**config.mk**
```make
export PLATFORM = sky130hd
export DESIGN_NAME = calc_mailbox_ctrl
export DESIGN_NICKNAME = d
export VERILOG_FILES = /design/src/rtl/calc_mailbox_ctrl.sv
export SDC_FILE = /design/constraint.sdc
export NUM_CORES = 1
export LEC_CHECK = 0
export CELL_PAD_IN_SITES_DETAIL_PLACEMENT = 0
export CELL_PAD_IN_SITES_GLOBAL_PLACEMENT = 1
export CORE_MARGIN = 3
export CORE_UTILIZATION = 33
export CTS_CLUSTER_DIAMETER = 100
export DETAILED_ROUTE_END_ITERATION = 6
export HOLD_SLACK_MARGIN = 0.1
export PLACE_DENSITY_LB_ADDON = 0.1
export SLEW_MARGIN = 20
export SYNTH_ARGS = -nofsm -noshare
export SYNTH_HDL_FRONTEND = slang
export SYNTH_SLANG_ARGS = --single-unit
```
**constraint.sdc**
```tcl
create_clock -name clk -period 2.9 [get_ports clk]
set_input_delay 0.87 -clock clk [delete_from_list [all_inputs] [get_ports clk]]
set_output_delay 0.87 -clock clk [all_outputs]
set_load 0.02 [all_outputs]
```
**src/rtl/calc_mailbox_ctrl.sv**
```systemverilog
// Calculator mailbox sequencer: posts operands to shared memory,
// kicks the core, polls its done flag and fetches the result.
module calc_mailbox_ctrl #(
  parameter logic [31:0] NUM1_ADDR  = 32'd16,
  parameter logic [31:0] OP_ADDR    = 32'd20,
  parameter logic [31:0] NUM2_ADDR  = 32'd24,
  parameter logic [31:0] START_ADDR = 32'd28,
  parameter logic [31:0] DONE_ADDR  = 32'd32,
  parameter logic [31:0] RES_ADDR   = 32'd36,
  parameter int          POLL_GAP   = 8
) (
  input  logic        clk,
  input  logic        rst,
  input  logic        save_num,
  input  logic        save_op,
  input  logic [31:0] num_in,
  input  logic [31:0] op_in,
  input  logic        core_req,
  input  logic        core_we,
  input  logic [31:0] core_addr,
  input  logic [31:0] core_wdata,
  output logic        core_grant,
  output logic        mem_we,
  output logic [31:0] mem_addr,
  output logic [31:0] mem_wdata,
  input  logic [31:0] mem_rdata,
  output logic [31:0] result,
  output logic        result_valid,
  output logic        busy,
  output logic        err_overrun
);

  localparam int CW = $clog2(POLL_GAP + 1);

  typedef enum logic [2:0] {
    S_IDLE,
    S_WR_START,
    S_POLL_WAIT,
    S_POLL_RD,
    S_POLL_CHK,
    S_RES_RD,
    S_RES_CAP,
    S_CLR_DONE
  } state_t;

  state_t state, state_nx;

  logic [CW-1:0] gap_q, gap_nx;
  logic [1:0]    slot;
  logic          got_op;
  logic          pend1, pendop, pend2;
  logic [31:0]   num1, num2, op;
  logic [31:0]   res_q;
  logic          busy_q, err_q;

  logic          ctl_we;
  logic [31:0]   ctl_addr, ctl_wdata;
  logic          clr1, clrop, clr2, clr_txn;
  logic          go, last;
  logic          acc_num, acc_op, rej;

  assign go   = !core_req;
  assign last = (slot == 2'd2) && got_op &&
                $onehot({pend1, pendop, pend2});

  assign acc_num = save_num && (slot != 2'd2);
  assign acc_op  = save_op && !got_op;
  assign rej     = (save_num && (slot == 2'd2)) ||
                   (save_op && got_op);

  always_comb begin
    state_nx  = state;
    gap_nx    = gap_q;
    ctl_we    = 1'b0;
    ctl_addr  = '0;
    ctl_wdata = '0;
    clr1      = 1'b0;
    clrop     = 1'b0;
    clr2      = 1'b0;
    clr_txn   = 1'b0;
    unique case (state)
      S_IDLE: begin
        if (pend1) begin
          ctl_we    = 1'b1;
          ctl_addr  = NUM1_ADDR;
          ctl_wdata = num1;
          clr1      = go;
        end else if (pendop) begin
          ctl_we    = 1'b1;
          ctl_addr  = OP_ADDR;
          ctl_wdata = op;
          clrop     = go;
        end else if (pend2) begin
          ctl_we    = 1'b1;
          ctl_addr  = NUM2_ADDR;
          ctl_wdata = num2;
          clr2      = go;
        end
        if (go && last)
          state_nx = S_WR_START;
      end
      S_WR_START: begin
        ctl_we    = 1'b1;
        ctl_addr  = START_ADDR;
        ctl_wdata = 32'd1;
        if (go) begin
          state_nx = S_POLL_WAIT;
          gap_nx   = CW'(POLL_GAP);
        end
      end
      S_POLL_WAIT: begin
        gap_nx = gap_q - CW'(1);
        if (gap_q == CW'(1))
          state_nx = S_POLL_RD;
      end
      S_POLL_RD: begin
        ctl_addr = DONE_ADDR;
        if (go)
          state_nx = S_POLL_CHK;
      end
      S_POLL_CHK: begin
        if (mem_rdata[0]) begin
          state_nx = S_RES_RD;
        end else begin
          state_nx = S_POLL_WAIT;
          gap_nx   = CW'(POLL_GAP);
        end
      end
      S_RES_RD: begin
        ctl_addr = RES_ADDR;
        if (go)
          state_nx = S_RES_CAP;
      end
      S_RES_CAP: begin
        state_nx = S_CLR_DONE;
      end
      S_CLR_DONE: begin
        ctl_we   = 1'b1;
        ctl_addr = DONE_ADDR;
        if (go) begin
          state_nx = S_IDLE;
          clr_txn  = 1'b1;
        end
      end
      default: state_nx = S_IDLE;
    endcase
  end

  always_ff @(posedge clk) begin
    if (rst) begin
      state  <= S_IDLE;
      gap_q  <= '0;
      slot   <= 2'd0;
      got_op <= 1'b0;
      pend1  <= 1'b0;
      pendop <= 1'b0;
      pend2  <= 1'b0;
      num1   <= '0;
      num2   <= '0;
      op     <= '0;
      res_q  <= '0;
      busy_q <= 1'b0;
      err_q  <= 1'b0;
    end else begin
      state <= state_nx;
      gap_q <= gap_nx;
      if (clr1)  pend1  <= 1'b0;
      if (clrop) pendop <= 1'b0;
      if (clr2)  pend2  <= 1'b0;
      if (acc_num) begin
        if (slot == 2'd0) begin
          num1  <= num_in;
          pend1 <= 1'b1;
          slot  <= 2'd1;
        end else begin
          num2  <= num_in;
          pend2 <= 1'b1;
          slot  <= 2'd2;
        end
      end
      if (acc_op) begin
        op     <= op_in;
        pendop <= 1'b1;
        got_op <= 1'b1;
      end
      if (acc_num || acc_op) busy_q <= 1'b1;
      if (rej) err_q <= 1'b1;
      // Slots reopen only once the done flag is cleared
      if (clr_txn) begin
        slot   <= 2'd0;
        got_op <= 1'b0;
        busy_q <= 1'b0;
      end
      if (state == S_RES_CAP) res_q <= mem_rdata;
    end
  end

  assign core_grant = core_req;
  assign mem_we     = core_req ? core_we    : ctl_we;
  assign mem_addr   = core_req ? core_addr  : ctl_addr;
  assign mem_wdata  = core_req ? core_wdata : ctl_wdata;

  // Result is shown live during the pulse so it is valid with result_valid
  assign result_valid = (state == S_RES_CAP);
  assign result       = result_valid ? mem_rdata : res_q;
  assign busy         = busy_q;
  assign err_overrun  = err_q;

endmodule

```
==> flow_summary.yaml <==
run_status:
  outcome: "completed"
logic_synthesis:
  synth_nets: 1050
  synth.ff_latch_count: 143
  synth_cell_type_count: 46
  synth-seq-area-share: 0.436
  syn_inst: 881
  dominantRegCellSynth: "dfxtp_1"
  yosys_warnings: 0
  syn_area_sq_um: 6570
  syn_avg_cell_area_sq_um: 7.46
  synth_edf_count: 0
  ys_async_sr_fraction: 0
sta:
  finalSetupViolations: 0
  hold_violations: 0
  slew_violations: 0
  post-route-min-period_ns: 2.84
  hold_ws_ns: 0.453
  worst_pin_slew_ns: 0.445
  rsz0062_at_grt: "false"
  slew-limit-headroom: 0.703
  clock_skew_ns: 0.00695
  fin_crit_sh: 0.981
  fmax_mhz: 352
  finalSetupTns_ns: 0
setup_path:
  r2r-end: "state[0]"
  critical_path.slowest_cell: "dlygate4sd2_1"
  cp.required_ns: 2.03
  crit_path_end_kind: "primary output"
  cp_top_family: "buffers and inverters"
  rrSetupSlack_ns: 0.90
  worst-path-stages: 5
  reg2reg_depth: 7
  reg2reg_from: "pend2"
  arrival_ns: 1.97
  cp-startpoint: "core_req"
  crit_path_end: "mem_wdata[0]"
  crit_chain: "buf_2, buf_4, or3_1, o21ai_0, dlygate4sd2_1"
  max_stage_delay_ns: 0.36
  path_buf_inv: 3
  startpoint_type: "primary input"
  critPathMaxFanout: 3
  path_class: "in2out"
clock_tree:
  clockBufferDepth: 2
  cts_max_level: 4
  root_buffer: "clkbuf_16"
  cts_tree: "yes"
  hold_buffers: 0
  worstSkewPairLatency_ns: 0.42
  cts_sinks: 143
  cts_buffers: 17
  clkTransAtPathRegs_ns: 0.06
floorplanning:
  start_util: 0.343
  dieWidth_um: 147
  dieHeight_um: 147
  ios: 267
  die_area_sq_um: 21600
  fp.coreArea_sq_um: 19100
  rows: 50
finish:
  nets: 1298
  area_delta_synth_final_pct: 53.0
  fin_area_sq_um: 10100
  instances_no_fill: 1402
  mostFrequentLayoutCells: "nand2_1, clkdlybuf4s50_1, dfxtp_1"
  drive_gt1_frac: 0.124
  fin_util: 0.525
  layout.cells.most_common: "nand2_1"
placed_design:
  port_buffers: 266
  place_inst: 1368
  hpwl_mm: 16.1
  place_congestion: 0.780
  placed_area_sq_um: 9650
detailed_routing:
  vias: 6731
  first_iter_violations: 224
  drt_wl_total_mm: 22.8
  avgViaCountPerCell: 4.80
  first_pass_iters: 4
  wl_per_cell_um: 16.3
  drc: 0
  ant_nets: 0
grt:
  track_usage: 0.203
  grt_max_degree: 60
  globalRouteOverflowTotal: 0
  antenna_found_initial: 2
  grt_pass1_vias: 6498
  grt_pass1_wl_mm: 35.6
power:
  clkPwrFrac: 0.421
  swShare: 0.277
  p_comb_frac: 0.177
  switchingPower_uw: 1440
  ir_drop_mv: 0.415
  power_frac_seq: 0.402
  p_leak_uw: 0.00430
  power.density_nw_per_um2: 518
  intPower_uw: 3770
flow_run:
  drv_cap: 0
min_path:
  hp-start: "num1[8]"
  hp-class: "reg2reg"
sequential cells by signal (all words and copies together), names as in the netlist:
signal and cells:
err_overrun 1, gap_q 4, got_op 1, pendop 1
pend2 1, op 32, pend1 1, state 3
num1 32, busy 1, num2 32, slot 2
res_q 32
logic make-up (layout without fill, tap and decap cells):
group,count (synthesis),after routing,synth area share
adder cells (fa/ha/maj),3,3,0.00685
XOR/XNOR,1,1,0.00133
flip-flops,143,143,0.436
multiplexers,32,32,0.0548
AND/OR/NAND/NOR,402,402,0.271
AO/OA/AOI/OAI,219,219,0.180
buffers and inverters,81,341,0.0510
other,0,1,0
worst min path at each step:
stage	slack, ns	cells after the start	to
after floorplan	0.43	2	num1[0]
final	0.45	2	num1[8]
after detailed placement	0.45	2	num1[0]
after global placement	0.44	2	num1[24]
after CTS	0.45	2	num1[8]
after global routing	0.47	2	num1[22]
worst min-delay path, cell delays in order, from the launching register on:
cell	delay (ns)
dfxtp_1	0.31
nand2_1	0.05
a21oi_1	0.05
area by class of cell:
cell class / instances / area, sq um
clock buffers: 18 / 429
flip-flops and latches: 143 / 2860
fillers: 1984 / 9090
multi-input cells: 657 / 3380
diodes: 1 / 2.50
repair buffers: 304 / 2870
clock inverters: 13 / 154
well taps: 260 / 325
inverters: 6 / 22.5
power by group through the flow:
| stage | clock (uW) | sequential [uW] | combinational (uW) |
|---|---|---|---|
| final | 2190 | 2090 | 923 |
| after global routing | 2340 | 2100 | 1010 |
| after CTS | 2250 | 2090 | 926 |
| after detailed placement | 0 | 2130 | 976 |
| after global placement | 0 | 2140 | 975 |
| after floorplan | 0 | 2120 | 435 |
metal layers:
layer  wire length (um)  global-route usage  vias up
met3               1480              0.0534       25
met5                  9                   0        -
met4                301              0.0475        2
li1                   -                   -     3422
met1              10300               0.262     3073
met2              10700               0.343      209
Yosys cell counts (all sizes together), types with 2 or more instances:
library cell	number	area share
or4b	2	0.0030
clkbuf	64	0.037
nor2	14	0.0080
nand2	297	0.17
and2	30	0.029
nor4	4	0.0061
a31oi	31	0.030
nor3	4	0.0030
inv	6	0.0034
dfxtp	143	0.44
buf	11	0.011
nor2b	34	0.032
o21ai	68	0.052
nand3b	3	0.0053
ha	2	0.0038
or3	2	0.0019
mux2	32	0.055
nand2b	7	0.0067
a21oi	108	0.083
o31ai	2	0.0023
nand3	2	0.0023
timing repair:
item                       4_1_cts  5_1_grt
gates cloned                     0        1
resized for setup              209       43
setup buffers                    1        0
setup endpoints to repair       90       51
pin swaps                        1        2
metrics by stage:
| stage | power [uW] | worst slack (ns) |
|---|---|---|
| 3_3_place_gp | 3110 | -0.366 |
| 3_5_place_dp | 3110 | -0.391 |
| 5_1_grt | 5450 | 0.000812 |
| 4_1_cts | 5270 | 0.000376 |
| 6_report | 5210 | 0.0557 |
| 2_1_floorplan | 2560 | 0.138 |
Power figures use the tool's default switching activity.
